<file path="src/rtl/fifo_rd_stream.sv">
// Read-side drain stage for the synchronous FIFO: prefetches into a small circular
// buffer and presents the words as a valid/ready stream, with flush and a transfer counter.
module fifo_rd_stream #(
  parameter int DATA_W    = 8,
  parameter int BUF_DEPTH = 3,
  parameter int CNT_W     = 16
) (
  input  logic              clk,
  input  logic              rstn,
  input  logic              i_fifo_empty,
  input  logic [DATA_W-1:0] i_fifo_rddata,
  output logic              o_fifo_rden,
  output logic              o_m_valid,
  input  logic              i_m_ready,
  output logic [DATA_W-1:0] o_m_data,
  input  logic              i_flush,
  output logic [CNT_W-1:0]  o_xfer_cnt
);

  localparam int PTR_W = $clog2(BUF_DEPTH);
  localparam int OCC_W = $clog2(BUF_DEPTH + 1);
  localparam logic [PTR_W-1:0] LAST_PTR = PTR_W'(BUF_DEPTH - 1);
  localparam logic [OCC_W:0]   DEPTH_C  = (OCC_W + 1)'(BUF_DEPTH);

  logic [DATA_W-1:0] mem [BUF_DEPTH];
  logic [PTR_W-1:0]  rd_ptr, wr_ptr, rd_ptr_nx, wr_ptr_nx;
  logic [OCC_W-1:0]  occ, occ_nx;
  logic              inflight;
  logic              push, pop, m_valid;
  logic [DATA_W-1:0] m_data, head_nx;
  logic [CNT_W-1:0]  xfer_cnt;

  function automatic logic [PTR_W-1:0] ptr_inc(input logic [PTR_W-1:0] p);
    return (p == LAST_PTR) ? '0 : p + 1'b1;
  endfunction

  // Credit covers both buffered words and the one still in flight from the FIFO.
  assign o_fifo_rden = !i_fifo_empty && !i_flush && rstn &&
                       (({1'b0, occ} + (OCC_W + 1)'(inflight)) < DEPTH_C);

  assign m_valid = (occ != '0);
  assign push    = inflight && !i_flush;
  assign pop     = m_valid && i_m_ready;

  // Head of the buffer after this cycle's push/pop, registered so o_m_data holds when empty.
  always_comb begin
    rd_ptr_nx = rd_ptr;
    wr_ptr_nx = wr_ptr;
    occ_nx    = occ;
    head_nx   = m_data;
    if (i_flush) begin
      rd_ptr_nx = '0;
      wr_ptr_nx = '0;
      occ_nx    = '0;
    end else begin
      if (push) wr_ptr_nx = ptr_inc(wr_ptr);
      if (pop)  rd_ptr_nx = ptr_inc(rd_ptr);
      occ_nx = occ + OCC_W'(push) - OCC_W'(pop);
      if (occ_nx != '0)
        head_nx = (push && (rd_ptr_nx == wr_ptr)) ? i_fifo_rddata : mem[rd_ptr_nx];
    end
  end

  // Capture stage: FIFO return lands in the slot reserved by the credit.
  always_ff @(posedge clk) begin
    if (push) mem[wr_ptr] <= i_fifo_rddata;
  end

  always_ff @(posedge clk) begin
    if (!rstn) begin
      rd_ptr   <= '0;
      wr_ptr   <= '0;
      occ      <= '0;
      inflight <= 1'b0;
      m_data   <= '0;
      xfer_cnt <= '0;
    end else begin
      rd_ptr   <= rd_ptr_nx;
      wr_ptr   <= wr_ptr_nx;
      occ      <= occ_nx;
      inflight <= o_fifo_rden;
      m_data   <= head_nx;
      xfer_cnt <= xfer_cnt + CNT_W'(pop);
    end
  end

  assign o_m_valid  = m_valid;
  assign o_m_data   = m_data;
  assign o_xfer_cnt = xfer_cnt;

endmodule

</file>
<file path="config.mk">
export PLATFORM = sky130hd
export DESIGN_NAME = fifo_rd_stream
export DESIGN_NICKNAME = d
export VERILOG_FILES = /design/src/rtl/fifo_rd_stream.sv
export SDC_FILE = /design/constraint.sdc
export NUM_CORES = 1
export LEC_CHECK = 0
export CELL_PAD_IN_SITES_DETAIL_PLACEMENT = 1
export CELL_PAD_IN_SITES_GLOBAL_PLACEMENT = 1
export CORE_UTILIZATION = 39
export DETAILED_ROUTE_END_ITERATION = 16
export GPL_TIMING_DRIVEN = 0
export PLACE_DENSITY = 0.87
export SETUP_SLACK_MARGIN = 0.2
export SLEW_MARGIN = 20
export SYNTH_ARGS = -nofsm -noshare
export SYNTH_HDL_FRONTEND = slang
export SYNTH_SLANG_ARGS = --single-unit
</file>
<file path="constraint.sdc">
create_clock -name clk -period 2.4 [get_ports clk]
set_input_delay 0.36 -clock clk [delete_from_list [all_inputs] [get_ports clk]]
set_output_delay 0.36 -clock clk [all_outputs]
set_load 0.01 [all_outputs]
</file>
# Word-level counts from Yosys, hierarchy flattened
# Memories as Yosys holds them, arrays and structs flattened. A register that Yosys moved wholly into a read port is not among the register bits.
# Cells that the tools add are included.
dict set report word_totals {
  out_inout_bits 26
  inputBits 13
  mem_count 1
  word_cells 35
  ram_bits 24
  regBits 23
}
dict set report classes {
  n_reduce_logical 12
  n_lt_le_gt_ge 1
  n_eq_ne 2
  addsub 6
  n_mux 6
  n_bitwise 2
}
# memory depth word_bits rd rd_ports_with_merged_regs write_ports line
set mem_list {}
lappend mem_list {mem 3 8 1 1 1 25} ;# logic [DATA_W-1:0] mem [BUF_DEPTH];
# op n
set op_table {}
lappend op_table {{adder 16 x 1 -> 16 bit} 1}
lappend op_table {{two-way mux 2 bit} 4}
lappend op_table {{logical AND 1 bit} 5}
lappend op_table {{adder 2 x 1 -> 2 bit, second input constant} 2}
lappend op_table {{== test 2 bit, second input constant} 2}
lappend op_table {{nonzero test 2 bit} 2}
lappend op_table {{adder 2 x 1 -> 3 bit} 1}
lappend op_table {{logical NOT 1 bit} 3}
lappend op_table {{< comparator 3 x 2 -> 1 bit, second input constant} 1}
lappend op_table {{adder 2 x 1 -> 2 bit} 1}
lappend op_table {{two-way mux 1 bit} 2}
lappend op_table {{inverter 1 bit} 2}
lappend op_table {{AND reduction 2 bit} 1}
lappend op_table {{OR reduction 2 bit} 1}
lappend op_table {{subtractor 2 x 1 -> 2 bit} 1}

# Longest topological paths before layout
dict set report depth {
  ltp_word 6
  mapped_depth 11
  ltp_nobuf 10
}

# Least setup slack after synthesis
# No wires, ideal clock.
dict set report synth_path {
  kind {reg2reg}
  startpoint {register occ[1]}
  endpoint {register m_data[0] (netlist: o_m_data[0]), read port of mem}
  n_path_buf 2
  slack_ps 90
  stages_incl_launch_ff 12
  synth_period_minus_slack_ps 2310
  setup_ps 122
  arrival_time_ps 2188
  required_ps 2278
  path_cell_list {dfxtp_1 o21ai_4 inv_4 buf_6 ha_1 inv_1 ha_1 xnor3_1 nand2_1 and4_4 buf_6 a221o_1}
}
dict set report synth_between {
  elab_chain_len 5
  word_cells_on_any_way 8
  cone_classes {add/sub (2); mux (2); reduce/logical (4)}
}
# element line
set synth_rtl {}
lappend synth_rtl {{start: declaration} 27} ;# logic [OCC_W-1:0] occ, occ_nx;
lappend synth_rtl {{start signal: assignment} 80} ;# occ <= occ_nx;
lappend synth_rtl {{branches (longest 5 deep; another with adder 2 x 1 -> 2 bit)} -}
lappend synth_rtl {{end: declaration} 30} ;# logic [DATA_W-1:0] m_data, head_nx;
# Parallel ways; which one is timed is not known. The select of a mux whose other input is x is not followed.
# A chain may end at the register's enable or synchronous reset.

# Worst setup path in the final report
dict set report layout_path {
  startpoint {register occ[1]}
  endpoint {register m_data[7] (netlist: o_m_data[7]), read port of mem}
}
# Same word-level chain as after synthesis.

==> out/results.ini <==
[clock_tree]
hold_buffers=0
cts_buffers=5
cts_tree=built
htreeDepth=2
path_clk_slew_ns=0.11
cts_buffer_depth=2
cts_num_sinks=55
clock_latency_ns=0.31
clockRootBuffer=clkbuf_8

[floorplan]
dieHeight_um=85.73
fp-row-count=30
start_util=0.4024
die_x_um=85.73
core_area_sq_um=6794
io_pins=39
die_area_sq_um=7349

[final_layout]
final_area_sq_um=3491
multi_input_area_sq_um=1374
regArea_sq_um=1348
nNetsFinal=314
layout.cells.non_filler=392
diodes=0
layout-drive-gt1-share=0.2027
nFillCells=746
area_delta_synth_final_pct=27.69

[detailed_routing]
drt_iter0_drc=74
routed_via_density=5.395
vias=2115
drt_pass1_iterations=7
wire_per_inst_um=18.29
drtAntennaViolNets=0
drcViolationCount=0
routed_wl_um=7169

[yosys]
syn_area_sq_um=2734
avgSynthCellArea_sq_um=11.25
yosys_warnings=0
async_reset_ff_frac=0
syn_inst=243
synth_cell_types=41
synth_ff_type=dfxtp_1
synthesis.nets=262
synth_seq_cells=55
yosysSeqAreaShare=0.4906
synth_edf_count=24

[power]
power.density_nw_per_um2=498.1
peakVddDrop_mv=0.1937
p_leak_nw=1.250

[hold_path]
hold_path.startpoint=o_m_data[5]
holdPathStages=1
worstHoldPathType=reg -> reg
hold_path_end=o_m_data[5]

[timing]
fmax_ghz=0.4527
setup_viol=0
holdWs_ns=0.4959
relSlewSlack=0.4603
layout_min_cycle_time_ns=2.209
period_share=0.9204
slew_violations=0
final.setup.tns_ns=0
tightest_slew_ns=0.8052
layout_setup_ws_ns=0.1911
rsz0062_at_grt=yes
hold_violations=0
fin_worst_skew_ns=0.007624

[worst_setup_path]
r2r_start=occ[1]
crit_start=occ[1]
worstPathRequired_ns=2.60
r2r_end=o_m_data[7]
arrival_ns=2.41
startpoint_type=register
reg2reg_depth=11
endpoint_kind=register
r2r_slack_ns=0.19
setup.worst_path.class=reg -> reg
worst-path-max-fanout=8

[placed_design]
io_buffers=38
placed_area_sq_um=3266
dp.cells=377
dp_hpwl_um=4615
place_congestion=0.7480
pre_cts_ws_ns=-0.4566

[global_routing]
grt.overflow.total=0
grt_max_degree=19
grt_pass1_vias=2258
grt_pass1_wl_um=11450
grt_usage=0.2061
antenna_found_initial=0

[run_status]
status=complete, no violations

[job]
cap_violations=0

flip-flops by register name, indices dropped and copies added (netlist names):
signal and count:
o_xfer_cnt 16, inflight 1, occ 2, rd_ptr 2, o_m_data 8, mem 24
wr_ptr 2
cells in the final DEF (no fill, tap or decap), drive strengths merged, types with 3 or more instances in the layout:
cell           count
mux2              11
nor2b              4
clkbuf            14
a221o              8
or3b              16
ha                 6
nand3b            16
nor3               5
dfxtp             31
inv                7
xor2               6
buf               11
and4               4
clkdlybuf4s50     34
dlygate4sd2        3
a211oi            16
nor2               9
edfxtp            24
o21ai              3
and2              15
nand2              6
a21oi             17
xnor2              7
nand3              5
metal layers:
layer,GRT usage,share of wire,wire length [um]
met1,0.2374,0.41,2948
met2,0.3745,0.52,3695
met3,0.04812,0.050,355
met4,0.07121,0.024,170
met5,0,0,0
final cells by class:
cell class	count	area share
multi-input cells	170	0.3935
flip-flops and latches	55	0.3860
clock buffers	5	0.01971
repair buffers	45	0.1215
plain buffers	12	0.02401
clock inverters	3	0.01362
inverters	6	0.007168
well taps	96	0.03441
worst max-delay path, stage by stage, from the launching register on:
cell	delay, ns
dfxtp_4	0.37
o21ai_4	0.17
inv_4	0.05
buf_12	0.12
ha_4	0.25
inv_2	0.03
ha_2	0.15
xnor3_2	0.25
nand2_2	0.08
and4_4	0.18
buf_8	0.13
a221o_1	0.32
kinds of logic (layout without fill, tap and decap cells):
group                    Yosys count  in the layout  synth area share
AO/OA/AOI/OAI                     48             48            0.1259
XOR/XNOR                          14             14           0.05263
adder cells (fa/ha/maj)            6              6           0.02746
buffers and inverters             18             71           0.03158
flip-flops                        55             55            0.4906
multiplexers                      13             13           0.05996
AND/OR/NAND/NOR                   89             89            0.2119
metrics by stage:
step | utilization | total power (W)
after floorplan | - | 0.001055
after global placement | 0.4792 | 0.001105
after detailed placement | 0.4807 | 0.001109
after CTS | 0.5088 | 0.001754
after global routing | 0.5138 | 0.001793
final | 0.5138 | 0.001739
repair_timing:
action / CTS / global route
buffers inserted: 6 / 1
pin swaps: 3 / 0
resized for setup: 18 / 13
setup endpoints to repair: 12 / 10
worst max-delay path by stage:
| stage | to | cells past startpoint |
|---|---|---|
| finish | o_m_data[7] | 11 |
| global route | o_m_data[2] | 11 |
| CTS | o_m_data[7] | 11 |
| detailed placement | o_m_data[7] | 12 |
| global placement | o_m_data[0] | 12 |
| floorplan | o_m_data[0] | 11 |
cell usage after synthesis (all sizes together) (2+ instances only):
| cell type | instances | area, sq um |
|---|---|---|
| nand4 | 2 | 12.51 |
| or3b | 16 | 140.1 |
| nand3b | 16 | 120.1 |
| mux2i | 2 | 32.53 |
| a21oi | 17 | 85.08 |
| o21ai | 3 | 26.28 |
| edfxtp | 24 | 720.7 |
| a221o | 8 | 80.08 |
| buf | 4 | 31.27 |
| and4 | 4 | 37.54 |
| inv | 6 | 25.03 |
| xor2 | 6 | 60.06 |
| nand3 | 5 | 25.02 |
| or3 | 2 | 12.51 |
| and2 | 15 | 93.84 |
| a21boi | 2 | 15.01 |
| clkbuf | 8 | 30.03 |
| xnor2 | 7 | 61.31 |
| nand2 | 6 | 22.52 |
| a211oi | 16 | 120.1 |
| nor2b | 4 | 25.02 |
| nand2b | 2 | 12.51 |
| mux2 | 11 | 131.4 |
| dfxtp | 31 | 620.6 |
| nor2 | 9 | 33.78 |
| a2111oi | 2 | 17.52 |
| nor3 | 5 | 25.02 |
| ha | 6 | 75.07 |
power by group:
part           switching [W]  internal [W]
sequential        0.00000707      0.000983
clock               0.000327      0.000317
combinational      0.0000528     0.0000517
total               0.000387       0.00135
No activity file was read; power rests on OpenSTA's default activity.
